===== src/rtl/l1_l2_arbiter_n.sv =====
// -----------------------------------------------------------------------------
// l1_l2_arbiter_n
// Arbitrates N private L1 channels onto the single shared L2 request port,
// one outstanding transaction at a time, and sequences the hierarchy flush.
//
// Ports
//   clk, reset_n           clock, synchronous active-low reset
//   req_*                  per-channel request strobe / address / data / opcode
//   req_ack, rsp_valid     per-channel accept and response strobes
//   rsp_load_data          L2 load data, shared by all channels
//   l2_req_*, l2_rsp_*     shared L2 request / response port
//   l1_flush_req/complete  per-channel L1 flush start / done strobes
//   l2_flush_req/complete  L2 flush start pulse / done strobe
//   in_flush_mode          flush sequence active
//   flush_done             one-cycle pulse at the end of a flush sequence
//   gnt_idx                channel currently or most recently granted
// -----------------------------------------------------------------------------
module l1_l2_arbiter_n #(
   parameter int N_REQ   = 2,
   parameter int ADDR_W  = 32,
   parameter int LINE_W  = 128,
   parameter int OP_W    = 4,
   parameter int RR_MODE = 1
) (
   input  logic                       clk,
   input  logic                       reset_n,
   input  logic [N_REQ-1:0]           req_valid,
   input  logic [N_REQ*ADDR_W-1:0]    req_addr,
   input  logic [N_REQ*LINE_W-1:0]    req_store_data,
   input  logic [N_REQ*OP_W-1:0]      req_opcode,
   output logic [N_REQ-1:0]           req_ack,
   output logic [N_REQ-1:0]           rsp_valid,
   output logic [LINE_W-1:0]          rsp_load_data,
   output logic                       l2_req_valid,
   input  logic                       l2_req_ack,
   output logic [ADDR_W-1:0]          l2_req_addr,
   output logic [LINE_W-1:0]          l2_req_store_data,
   output logic [OP_W-1:0]            l2_req_opcode,
   input  logic                       l2_rsp_valid,
   input  logic [LINE_W-1:0]          l2_rsp_load_data,
   input  logic [N_REQ-1:0]           l1_flush_req,
   input  logic [N_REQ-1:0]           l1_flush_complete,
   output logic                       l2_flush_req,
   input  logic                       l2_flush_complete,
   output logic                       in_flush_mode,
   output logic                       flush_done,
   output logic [$clog2(N_REQ)-1:0]   gnt_idx
);

   localparam int GW = $clog2(N_REQ);

   typedef enum logic [1:0] {
      ARB_IDLE     = 2'd0,
      ARB_GRANT    = 2'd1,
      ARB_WAIT_RSP = 2'd2
   } arb_state_e;

   typedef enum logic [1:0] {
      F_IDLE    = 2'd0,
      F_WAIT_L1 = 2'd1,
      F_L2      = 2'd2
   } flush_state_e;

   arb_state_e          arb_q, arb_d;
   flush_state_e        f_q, f_d;
   logic [N_REQ-1:0]    pend_q, pend_d;
   logic [N_REQ-1:0]    need_q, need_d;
   logic [N_REQ-1:0]    done_q, done_d;
   logic [GW-1:0]       last_gnt_q, last_gnt_d;
   logic [GW-1:0]       gnt_q, gnt_d;
   logic                l2_req_valid_q, l2_req_valid_d;
   logic                l2_flush_req_q, l2_flush_req_d;
   logic                in_flush_q, in_flush_d;
   logic                flush_done_q, flush_done_d;

   logic [N_REQ-1:0]    cand_s;
   logic [N_REQ-1:0]    gnt_oh_s;
   logic [GW-1:0]       cand_idx_s;
   logic [GW-1:0]       win_idx_s;
   logic                win_found_s;
   logic                hit_s;
   logic                grant_s;

   // Winner search: round-robin starts just after the last grant, fixed
   // priority starts at channel 0; the first candidate found wins.
   always_comb begin
      cand_s      = pend_q | req_valid;
      win_found_s = 1'b0;
      win_idx_s   = {GW{1'b0}};
      cand_idx_s  = {GW{1'b0}};
      hit_s       = 1'b0;
      for (int k = 1; k <= N_REQ; k++) begin
         cand_idx_s  = (RR_MODE != 0) ? GW'((int'(last_gnt_q) + k) % N_REQ)
                                      : GW'(k - 1);
         hit_s       = !win_found_s && cand_s[cand_idx_s];
         win_idx_s   = hit_s ? cand_idx_s : win_idx_s;
         win_found_s = win_found_s | hit_s;
      end
   end

   // Arbiter next state, pending bookkeeping and grant tracking.
   always_comb begin
      arb_d   = arb_q;
      grant_s = (arb_q == ARB_IDLE) && win_found_s && (f_q != F_L2);
      case (arb_q)
         ARB_IDLE: begin
            if (grant_s) arb_d = ARB_GRANT;
            else         arb_d = ARB_IDLE;
         end
         ARB_GRANT: begin
            // A response during GRANT doubles as the ack.
            if (l2_rsp_valid)     arb_d = ARB_IDLE;
            else if (l2_req_ack)  arb_d = ARB_WAIT_RSP;
            else                  arb_d = ARB_GRANT;
         end
         ARB_WAIT_RSP: begin
            if (l2_rsp_valid) arb_d = ARB_IDLE;
            else              arb_d = ARB_WAIT_RSP;
         end
         default: arb_d = ARB_IDLE;
      endcase
      gnt_oh_s       = grant_s ? ({{(N_REQ-1){1'b0}}, 1'b1} << win_idx_s)
                               : {N_REQ{1'b0}};
      // A re-request during the channel's own grant survives: only the
      // winning cycle clears its pending bit.
      pend_d         = (pend_q | req_valid) & ~gnt_oh_s;
      last_gnt_d     = grant_s ? win_idx_s : last_gnt_q;
      gnt_d          = grant_s ? win_idx_s : gnt_q;
      l2_req_valid_d = (arb_d == ARB_GRANT);
   end

   // Flush sequencer. The L2 flush starts only once every requesting L1 is
   // done and the arbiter will be idle next cycle, so no transaction overlaps it.
   always_comb begin
      f_d            = f_q;
      need_d         = need_q;
      done_d         = done_q;
      l2_flush_req_d = 1'b0;
      flush_done_d   = 1'b0;
      case (f_q)
         F_IDLE: begin
            if (|l1_flush_req) begin
               f_d    = F_WAIT_L1;
               need_d = l1_flush_req;
               done_d = l1_flush_req & l1_flush_complete;
            end else begin
               f_d    = F_IDLE;
               need_d = {N_REQ{1'b0}};
               done_d = {N_REQ{1'b0}};
            end
         end
         F_WAIT_L1: begin
            need_d = need_q | l1_flush_req;
            done_d = done_q | l1_flush_complete;
            if (((need_d & ~done_d) == {N_REQ{1'b0}}) && (arb_d == ARB_IDLE)) begin
               f_d            = F_L2;
               l2_flush_req_d = 1'b1;
            end else begin
               f_d            = F_WAIT_L1;
            end
         end
         F_L2: begin
            if (l2_flush_complete) begin
               f_d          = F_IDLE;
               need_d       = {N_REQ{1'b0}};
               done_d       = {N_REQ{1'b0}};
               flush_done_d = 1'b1;
            end else begin
               f_d          = F_L2;
            end
         end
         default: begin
            f_d    = F_IDLE;
            need_d = {N_REQ{1'b0}};
            done_d = {N_REQ{1'b0}};
         end
      endcase
      in_flush_d = (f_d != F_IDLE);
   end

   // All state and registered outputs.
   always_ff @(posedge clk) begin
      if (!reset_n) begin
         arb_q          <= ARB_IDLE;
         f_q            <= F_IDLE;
         pend_q         <= {N_REQ{1'b0}};
         need_q         <= {N_REQ{1'b0}};
         done_q         <= {N_REQ{1'b0}};
         last_gnt_q     <= GW'(N_REQ - 1);
         gnt_q          <= {GW{1'b0}};
         l2_req_valid_q <= 1'b0;
         l2_flush_req_q <= 1'b0;
         in_flush_q     <= 1'b0;
         flush_done_q   <= 1'b0;
      end else begin
         arb_q          <= arb_d;
         f_q            <= f_d;
         pend_q         <= pend_d;
         need_q         <= need_d;
         done_q         <= done_d;
         last_gnt_q     <= last_gnt_d;
         gnt_q          <= gnt_d;
         l2_req_valid_q <= l2_req_valid_d;
         l2_flush_req_q <= l2_flush_req_d;
         in_flush_q     <= in_flush_d;
         flush_done_q   <= flush_done_d;
      end
   end

   // Ack and response steering to the granted channel only.
   always_comb begin
      req_ack   = {N_REQ{1'b0}};
      rsp_valid = {N_REQ{1'b0}};
      if (arb_q == ARB_GRANT) begin
         req_ack[gnt_q]   = l2_req_ack;
         rsp_valid[gnt_q] = l2_rsp_valid;
      end else if (arb_q == ARB_WAIT_RSP) begin
         rsp_valid[gnt_q] = l2_rsp_valid;
      end else begin
         req_ack   = {N_REQ{1'b0}};
         rsp_valid = {N_REQ{1'b0}};
      end
   end

   // Request fields come live from the granted channel; it holds them stable.
   assign l2_req_addr       = req_addr[gnt_q*ADDR_W +: ADDR_W];
   assign l2_req_store_data = req_store_data[gnt_q*LINE_W +: LINE_W];
   assign l2_req_opcode     = req_opcode[gnt_q*OP_W +: OP_W];
   assign rsp_load_data     = l2_rsp_load_data;

   assign l2_req_valid  = l2_req_valid_q;
   assign l2_flush_req  = l2_flush_req_q;
   assign in_flush_mode = in_flush_q;
   assign flush_done    = flush_done_q;
   assign gnt_idx       = gnt_q;

endmodule


===== config.mk =====
export PLATFORM = sky130hd
export DESIGN_NAME = l1_l2_arbiter_n
export DESIGN_NICKNAME = d
export VERILOG_FILES = /design/src/rtl/l1_l2_arbiter_n.sv
export SDC_FILE = /design/constraint.sdc
export NUM_CORES = 1
export LEC_CHECK = 0
export ABC_AREA = 1
export BUFFER_PORTS_ARGS = -buffer_cell sky130_fd_sc_hd__buf_2
export CAP_MARGIN = 20
export CORE_AREA = 2 2 296 298
export CTS_CLUSTER_SIZE = 25
export DETAILED_ROUTE_END_ITERATION = 8
export DIE_AREA = 0 0 298 300
export PLACE_DENSITY_LB_ADDON = 0.08
export SYNTH_ARGS = -nofsm -noshare
export SYNTH_HDL_FRONTEND = slang
export SYNTH_SLANG_ARGS = --single-unit

===== constraint.sdc =====
create_clock -name clk -period 2.6 [get_ports clk]
set_input_delay 0.26 -clock clk [delete_from_list [all_inputs] [get_ports clk]]
set_output_delay 0.26 -clock clk [all_outputs]
set_load 0.01 [all_outputs]

==> impl_metrics.tcl, run 1 <==
set metrics [dict create \
    gr-usage-all-layers_pct 5.99 \
    cts_hold_buf 0 \
    globalRoute.totalOverflow 0 \
    root_buffer "sky130_fd_sc_hd__clkbuf_16" \
    fp-row-count 108 \
    final_cell_mix "sky130_fd_sc_hd__nand2_1, sky130_fd_sc_hd__buf_2, sky130_fd_sc_hd__nor2_1, sky130_fd_sc_hd__dfxtp_1, sky130_fd_sc_hd__inv_1" \
    dpl.cell_count 2272 \
    yosys_register_bits 16 \
    first_global_vias 5895 \
    most_common_library_cell_in_the_layout_ignoring_fill_and_taps "sky130_fd_sc_hd__nand2_1" \
    cp-start-kind "flip-flop" \
    endpoint_kind "output port" \
    cts_resized 0 \
    totalWireLength_um 29100 \
    clk_pin_slew_ps 60 \
    final.setup_skew_ps 5.14 \
    yosysSeqAreaShare_pct 8.65 \
    period_share_pct 70.3 \
    hold_path_startpoint "l2_flush_complete" \
    synth_area_mm2 0.00370 \
    synth_cell_types 24 \
    hold_path_end "flush_done" \
    area_growth_pct 85.7 \
    final_layout_size_suffix_gt1_share_pct 48.3 \
    synth.yosys.warnings 0 \
    clock-sinks 16 \
    timing_worst_slew_pin_value_ps 476 \
    io_pins 768 \
    die_h_um 300 \
    rsz0062_at_grt "no" \
    worstHoldPathCells 3 \
    tritoncts "yes" \
    timing.final.ws_setup_ps 772 \
    die_width_um 298 \
    initial_utilization_pct 4.29 \
    maxCapViolCount 0 \
    cts-buffers-inserted 3 \
    drt-vias-per-instance 2.50 \
    type_of_the_worst_setup_path "flip-flop to output port" \
    hold_violations 0 \
    avgRoutedWirePerCell_um 12.8 \
    route.antenna.remaining_nets 0 \
    vdd.ir_drop.worst_uv 157 \
    final_critical_path_time_including_i_o_delays_and_setup_ps 1830 \
    dp_slack_ps 983 \
    grt_max_degree 85 \
    via_count 5705 \
    min-delay-path-class "input port to flip-flop" \
    utilization_pct 7.97 \
    critical_path.max_fanout 31 \
    drt_drc_violations_left 0 \
    worst_slew_margin_rel_pct 68.3 \
    post-cts-setup-buffers 0 \
    gpl.final_weighted_congestion 0.858 \
    worst_ep_arrival_time_ps 1570 \
    outcome "finished clean" \
    grt_antenna_before_repair 9 \
    power-per-cell-area_mw_per_mm2 323 \
    netlist_instances 757 \
    setup_tns_final_ps 0 \
    post-dp-hpwl_um 25500 \
    cp_data_required_time_ps 2340 \
    number_of_cells_traversed_by_the_worst_register_to_register_path 8 \
    timing.rr.end "in_flush_mode" \
    grt_first_pass_wirelength_um 40100 \
    cts.path.max_buffers 2 \
    synthesis.nets 1224 \
    count_of_non_filler_cells_in_the_finished_layout 2278 \
    iteration_0_drc_markers 243 \
    post_synthesis_average_cell_area_um2 4.89 \
    p_leak_uw 0.00391 \
    fmax_mhz 547 \
    r2r_setup_slack_ps 1280 \
    total_setup_violations_reported_at_the_end_of_the_flow 0 \
    number_of_levels_in_the_clock_h_tree 1 \
    drv_slew 0 \
    nNetsFinal 1589 \
    clock_latency_ps 250 \
    core_outline_area_mm2 0.0862 \
    number_of_detailed_routing_iterations_run_before_antenna_repair 4 \
    count_of_input_and_output_buffers 511 \
    design.die.area_mm2 0.0894 \
    rr_startpoint "f_q[1]" \
]
[state kept, by name, indices dropped and copies added, names as in the netlist]
| register | count |
|---|---|
| arb_q | 2 |
| done_q | 2 |
| f_q | 2 |
| flush_done | 1 |
| gnt_idx | 1 |
| in_flush_mode | 1 |
| l2_flush_req | 1 |
| l2_req_valid | 1 |
| last_gnt_q | 1 |
| need_q | 2 |
| pend_q | 2 |
[logic make-up (layout without fill, tap and decap cells)]
group,count (synthesis),count (layout),synth area share [%]
simple gates,545,545,56.5
buf+inv,181,545,32.1
other cells,0,2,0
compound gates,15,15,2.81
flops,16,16,8.65
[routing by layer]
| layer | part of all wire, % | vias to the layer above | GRT usage [%] | wire [µm] |
|---|---|---|---|---|
| met5 | 0.19 | - | 0 | 55 |
| met4 | 4.1 | 8 | 2.23 | 1180 |
| met3 | 13 | 32 | 3.01 | 3720 |
| met2 | 49 | 488 | 11.0 | 14200 |
| met1 | 34 | 2319 | 5.69 | 9920 |
| li1 | - | 2858 | - | - |
[through the flow]
stage / hold slack, ps / instance area (µm²) / total power [µW]
after floorplan: 344 / 3700 / 1230
after global placement: 457 / 6780 / 1960
after detailed placement: 458 / 6780 / 1920
after CTS: 240 / 6870 / 2290
after global routing: 274 / 6870 / 2450
final: 244 / 6870 / 2220
[power by group]
group	switching, µW	total, µW	internal [µW]	leakage [µW]
sequential	22.2	293	271	0.000133
clock	113	348	234	0.0000442
combinational	928	1580	647	0.00373
[how the worst max path moves through the flow]
stage | from | end | slack (ps) | depth (start not counted)
global placement | gnt_idx | l2_req_store_data[33] | 1000 | 6
detailed placement | gnt_idx | l2_req_addr[11] | 980 | 5
finish | gnt_idx | l2_req_store_data[124] | 770 | 6
global route | gnt_idx | l2_req_store_data[107] | 650 | 6
CTS | gnt_idx | l2_req_addr[11] | 710 | 5
floorplan | gnt_idx | l2_req_store_data[50] | 1210 | 5
[worst max-delay path, cell delays in order, from the launching register on]
cell	delay, ps
sky130_fd_sc_hd__dfxtp_4	380
sky130_fd_sc_hd__inv_6	190
sky130_fd_sc_hd__buf_12	230
sky130_fd_sc_hd__buf_12	190
sky130_fd_sc_hd__nand2_1	60
sky130_fd_sc_hd__nand2_1	50
sky130_fd_sc_hd__buf_2	130
[area by class of cell]
| type | instances | area, µm² |
|---|---|---|
| antenna | 2 | 5.00 |
| clock buffer | 4 | 88.8 |
| fill | 10400 | 79300 |
| inverter | 16 | 65.1 |
| multi-input combinational | 560 | 2190 |
| sequential | 16 | 324 |
| tap | 1155 | 1450 |
| timing repair buffer | 525 | 2750 |
[synthesized netlist by cell type]
cell | instances | area share (%)
sky130_fd_sc_hd__nor3_1 | 4 | 0.54
sky130_fd_sc_hd__a21oi_2 | 1 | 0.24
sky130_fd_sc_hd__buf_2 | 22 | 3.0
sky130_fd_sc_hd__clkbuf_1 | 15 | 1.5
sky130_fd_sc_hd__buf_4 | 128 | 26
sky130_fd_sc_hd__nand2_2 | 2 | 0.34
sky130_fd_sc_hd__inv_1 | 14 | 1.4
sky130_fd_sc_hd__nor2_1 | 15 | 1.5
sky130_fd_sc_hd__a211oi_1 | 1 | 0.20
sky130_fd_sc_hd__inv_2 | 2 | 0.20
sky130_fd_sc_hd__nor2_4 | 2 | 0.61
sky130_fd_sc_hd__a31oi_1 | 1 | 0.17
sky130_fd_sc_hd__a22oi_1 | 1 | 0.20
sky130_fd_sc_hd__o21ai_0 | 5 | 0.68
sky130_fd_sc_hd__o32ai_1 | 1 | 0.24
sky130_fd_sc_hd__a21oi_4 | 1 | 0.44
sky130_fd_sc_hd__o41ai_1 | 1 | 0.24
sky130_fd_sc_hd__nor2_2 | 1 | 0.17
sky130_fd_sc_hd__nand3_2 | 1 | 0.27
sky130_fd_sc_hd__a21oi_1 | 3 | 0.41
sky130_fd_sc_hd__nand2_1 | 515 | 52
sky130_fd_sc_hd__or2_4 | 1 | 0.24
sky130_fd_sc_hd__dfxtp_1 | 16 | 8.7
sky130_fd_sc_hd__nand3_1 | 4 | 0.54
Power figures use the tool's default switching activity.
==> run 2: changes to the inputs <==
- CORE_AREA: 2 2 296 298 -> 2 2 302 304
- DIE_AREA: 0 0 298 300 -> 0 0 304 306
- clock period: 2.6 -> 1.66 ns (I/O delays scaled with it)
==> impl_metrics.tcl, run 2 (synthesis results as in run 1) <==
set metrics [dict create \
    route.antenna.remaining_nets 0 \
    worst_ep_arrival_time_ps 1460 \
    die_width_um 304 \
    postLayoutCellArea_mm2 0.00858 \
    timing_worst_slew_pin_value_ps 282 \
    globalRouteMet2Util_pct 12.6 \
    via_count 6084 \
    final_cell_mix "sky130_fd_sc_hd__buf_2, sky130_fd_sc_hd__nand2_1, sky130_fd_sc_hd__nand2_2" \
    tritoncts "yes" \
    critical_path.max_fanout 6 \
    drt-vias-per-instance 2.59 \
    die_h_um 306 \
    outcome "finished clean" \
    hold_violations 0 \
    gpl.final_weighted_congestion 0.767 \
    drv_slew 0 \
    io_pins 768 \
    grt_max_degree 33 \
    power.net_switching_uw 2190 \
    fp-row-count 110 \
    totalWireLength_um 38500 \
    first_global_vias 6271 \
    use_met3_pct 3.48 \
    clock-sinks 16 \
    drt_drc_violations_left 0 \
    root_buffer "sky130_fd_sc_hd__clkbuf_16" \
    avgRoutedWirePerCell_um 16.4 \
    p_leak_uw 0.00457 \
    globalRouteMet1Util_pct 7.19 \
    gr-usage-all-layers_pct 6.88 \
    period_share_pct 97.8 \
    iteration_0_drc_markers 141 \
    dp_slack_ps 161 \
    grt_antenna_before_repair 12 \
    post-dp-hpwl_um 27600 \
    placed_cell_area_mm2 0.00688 \
    worstHoldPathCells 3 \
    min-delay-path-class "input port to flip-flop" \
    nNetsFinal 1636 \
    number_of_detailed_routing_iterations_run_before_antenna_repair 4 \
    grt_first_pass_wirelength_um 46600 \
    globalRoute.busiestLayer "met2" \
    timing.final.ws_setup_ps 36.4 \
    cts.path.max_buffers 2 \
    type_of_the_worst_setup_path "flip-flop to output port" \
    worst_slew_margin_rel_pct 81.1 \
    area_growth_pct 132 \
    ff_latch_area_um2 324 \
    number_of_cells_traversed_by_the_worst_register_to_register_path 9 \
    num-fill-cells 10600 \
    utilization_pct 9.58 \
    core_outline_area_mm2 0.0896 \
    clock_latency_ps 250 \
    cts-buffers-inserted 3 \
    multiInputGateArea_mm2 0.00258 \
    clk_pin_slew_ps 60 \
    cp-start-kind "flip-flop" \
    endpoint_kind "output port" \
    cp_data_required_time_ps 1490 \
    fmax_mhz 616 \
    cell_with_the_biggest_individual_delay_on_the_critical_path "sky130_fd_sc_hd__dfxtp_4" \
    power-per-cell-area_mw_per_mm2 553 \
    most_common_library_cell_in_the_layout_ignoring_fill_and_taps "sky130_fd_sc_hd__buf_2" \
    power.share.combinational_pct 78.9 \
    clock_power_share_pct 11.6 \
    vdd.ir_drop.worst_uv 256 \
    final.setup_skew_ps 3.12 \
    number_of_levels_in_the_clock_h_tree 1 \
    design.die.area_mm2 0.0930 \
    cp_cell_sequence "buf_12 -> clkinv_16 -> buf_16 -> clkbuf_16 -> nand2_2 -> nand2_1 -> buf_2" \
    power.internal_uw 2550 \
    total_setup_violations_reported_at_the_end_of_the_flow 0 \
    rsz0062_at_grt "yes" \
    initial_utilization_pct 4.13 \
    final_layout_size_suffix_gt1_share_pct 60.6 \
    count_of_input_and_output_buffers 511 \
    critical-path-max-stage-delay_ps 380 \
    netSwitchingFraction_pct 46.2 \
    maxCapViolCount 0 \
    globalRoute.totalOverflow 0 \
    power.share.sequential_pct 9.4 \
    final_critical_path_time_including_i_o_delays_and_setup_ps 1620 \
]
## run 2: cell types whose count changed in the layout (fill, tap and decap cells not counted), moves of 2 or more
cell | previous run | this run
sky130_fd_sc_hd__nand2_1 | 515 | 398
sky130_fd_sc_hd__nand2_2 | 2 | 103
sky130_fd_sc_hd__buf_6 | 0 | 53
sky130_fd_sc_hd__buf_2 | 511 | 463
sky130_fd_sc_hd__nand2_4 | 0 | 16
sky130_fd_sc_hd__clkbuf_16 | 3 | 17
sky130_fd_sc_hd__buf_16 | 0 | 13
sky130_fd_sc_hd__buf_8 | 0 | 6
sky130_fd_sc_hd__buf_4 | 7 | 12
sky130_fd_sc_hd__buf_12 | 7 | 10
sky130_fd_sc_hd__nor3_1 | 4 | 2
## run 2: power groups by stage
stage / clock network, µW / logic, µW / registers, µW
global placement: 0 / 2720 / 460
CTS: 572 / 3040 / 462
detailed placement: 0 / 2670 / 459
finish: 552 / 3740 / 448
floorplan: 0 / 1460 / 457
global route: 590 / 4120 / 453
## run 2: layer usage
metal  vias up  part of all wire (%)  wire length [µm]
met1      2579                    37             14400
met5         -                  0.10                40
met2       494                    50             19200
met4         6                   1.3               514
li1       2963                     -                 -
met3        42                    11              4370
## run 2: metrics by stage
step / total power (µW) / TNS (ps) / hold WS, ps / instances
floorplan: 1920 / 0 / 250 / 757
detailed placement: 3130 / 0 / 332 / 2302
global placement: 3180 / 0 / 332 / 2302
finish: 4740 / 0 / 156 / 2346
global route: 5160 / -1010 / 186 / 2345
CTS: 4080 / -723 / 152 / 2317
## run 2: layout make-up
class                           instances  share of cell area, %
Timing Repair inverter                  1                  0.233
Timing Repair Buffer                  571                   46.6
Antenna cell                            2                 0.0583
Multi-Input combinational cell        560                   30.1
Tap cell                             1176                   17.1
Sequential cell                        16                   3.78
Inverter                               16                   1.01
Clock buffer                            4                   1.04
## run 2: worst max-delay path: cells and delay by family (launching register included)
family / cells / cell delay [ps]
buffers and inverters: 5 / 700
flip-flops: 1 / 380
AND/OR/NAND/NOR: 2 / 90
## run 2: what timing repair did
| action | 4_1_cts | 5_1_grt |
|---|---|---|
| gates cloned | 6 | 19 |
| hold buffers | 0 | 0 |
| pin swaps | 0 | 31 |
| setup endpoints to repair | 26 | 150 |
| buffers inserted | 5 | 8 |
| gates resized for setup | 38 | 201 |
## run 2: final timing paths
| check | from | end | slack (ps) |
|---|---|---|---|
| hold reg to reg | need_q[0] | need_q[0] | 470 |
| setup / recovery | gnt_idx | l2_req_store_data[13] | 40 |
| setup reg to reg | arb_q[1] | in_flush_mode | 340 |
| hold / removal | l2_flush_complete | flush_done | 160 |
==> run 3: changes to the inputs <==
- REMOVE_ABC_BUFFERS: unset -> 1
==> impl_metrics.tcl, run 3 (synthesis results as in run 1) <==
set metrics [dict create \
    outcome "finished clean" \
    clk_pin_slew_ps 60 \
    cts-buffers-inserted 3 \
    fp-row-count 110 \
    timing_worst_slew_pin_value_ps 264 \
    number_of_detailed_routing_iterations_run_before_antenna_repair 5 \
    globalRoute.totalOverflow 0 \
    drv_slew 0 \
    area_growth_pct 88.4 \
    final_critical_path_time_including_i_o_delays_and_setup_ps 1580 \
    type_of_the_worst_setup_path "flip-flop to output port" \
    design.die.area_mm2 0.0930 \
    worst_ep_arrival_time_ps 1410 \
    final_cell_mix "sky130_fd_sc_hd__nand2_1, sky130_fd_sc_hd__buf_2, sky130_fd_sc_hd__nor2_1, sky130_fd_sc_hd__dfxtp_1, sky130_fd_sc_hd__inv_1" \
    cts_resized 1 \
    die_width_um 304 \
    final.setup_skew_ps 9.75 \
    critical_path.max_fanout 27 \
    num-fill-cells 10700 \
    post-dp-hpwl_um 48400 \
    maxCapViolCount 0 \
    io_pins 768 \
    vdd.ir_drop.worst_uv 292 \
    core_outline_area_mm2 0.0896 \
    avgRoutedWirePerCell_um 24.8 \
    tritoncts "yes" \
    antenna_diode_count 0 \
    drt_drc_violations_left 0 \
    worst_slew_margin_rel_pct 82.2 \
    p_leak_uw 0.00395 \
    dpl.cell_count 2298 \
    grt_first_pass_wirelength_um 69700 \
    cp-start-kind "flip-flop" \
    utilization_pct 7.78 \
    totalWireLength_um 57000 \
    cp_data_required_time_ps 1490 \
    via_count 6378 \
    min-delay-path-class "input port to flip-flop" \
    rsz0062_at_grt "yes" \
    post-cts-setup-buffers 0 \
    nNetsFinal 1594 \
    grt_antenna_before_repair 7 \
    number_of_levels_in_the_clock_h_tree 1 \
    route.antenna.remaining_nets 0 \
    clock_latency_ps 260 \
    power-per-cell-area_mw_per_mm2 509 \
    endpoint_kind "output port" \
    grt_max_degree 33 \
    count_of_input_and_output_buffers 511 \
    cts.path.max_buffers 2 \
    drt-vias-per-instance 2.77 \
    root_buffer "sky130_fd_sc_hd__clkbuf_16" \
    final_layout_size_suffix_gt1_share_pct 48.6 \
    initial_utilization_pct 4.13 \
    gpl.final_weighted_congestion 0.799 \
    period_share_pct 95.0 \
    fmax_mhz 634 \
    gr-usage-all-layers_pct 11.6 \
    die_h_um 306 \
    total_setup_violations_reported_at_the_end_of_the_flow 0 \
    fin_worst_hold_slack_ps 169 \
    first_global_vias 5949 \
    most_common_library_cell_in_the_layout_ignoring_fill_and_taps "sky130_fd_sc_hd__nand2_1" \
    cts_hold_buf 0 \
    count_of_non_filler_cells_in_the_finished_layout 2302 \
    iteration_0_drc_markers 418 \
    clock-sinks 16 \
    hold_violations 0 \
]
==> run 3: changes by cell type in the layout (fill, tap and decap cells not counted), moves of 2 or more <==
cell                        change
sky130_fd_sc_hd__buf_4          -4
sky130_fd_sc_hd__buf_6         -52
sky130_fd_sc_hd__diode_2        -2
sky130_fd_sc_hd__nand2_1      +117
sky130_fd_sc_hd__nand2_2      -101
sky130_fd_sc_hd__nand2_4       -16
sky130_fd_sc_hd__buf_2         +48
sky130_fd_sc_hd__buf_16        -13
sky130_fd_sc_hd__nor3_1         +2
sky130_fd_sc_hd__buf_8          -6
sky130_fd_sc_hd__clkbuf_16     -14
==> run 3: final timing paths <==
| path | start | end | slack, ps | cells past startpoint |
|---|---|---|---|---|
| setup / recovery | gnt_idx | l2_req_store_data[116] | 80 | 5 |
| hold / removal | l2_flush_complete | flush_done | 170 | 3 |
| setup reg to reg | f_q[1] | in_flush_mode | 360 | 9 |
| hold reg to reg | last_gnt_q | last_gnt_q | 500 | 2 |
==> run 3: metrics by stage <==
step	TNS [ps]	power (µW)	worst slack [ps]	area [µm²]
finish	0	3550	83.8	6970
global route	-0.980	3870	-0.980	6970
CTS	0	3650	25.4	6970
detailed placement	0	3060	273	6880
global placement	0	3110	251	6880
floorplan	-879070	1630	-5510	2570
==> run 3: cell type report <==
cell class | instances | area (µm²) | share of cell area (%)
multi-input combinational | 560 | 2190 | 31.4
sequential | 16 | 324 | 4.65
tap | 1176 | 1470 | 21.1
timing repair buffer | 530 | 2830 | 40.6
clock buffer | 4 | 88.8 | 1.27
inverter | 16 | 67.6 | 0.969
==> run 3: metal layers <==
metal,share of wire [%],track usage (%),up-vias
li1,-,-,2866
met1,31,10.1,2670
met2,38,15.4,760
met3,27,15.3,48
met4,0.84,1.16,34
met5,2.7,12.0,-
==> run 3: where the power goes <==
part           internal [µW]  total [µW]  switching (µW)
Sequential               425         459            34.1
Clock                    368         555             187
Combinational           1050        2540            1480
==> run 3: critical path: stages, from the launching register on <==
cell	delay (ps)
sky130_fd_sc_hd__dfxtp_4	380
sky130_fd_sc_hd__buf_12	210
sky130_fd_sc_hd__buf_12	200
sky130_fd_sc_hd__nand2_1	80
sky130_fd_sc_hd__nand2_1	120
sky130_fd_sc_hd__buf_2	150
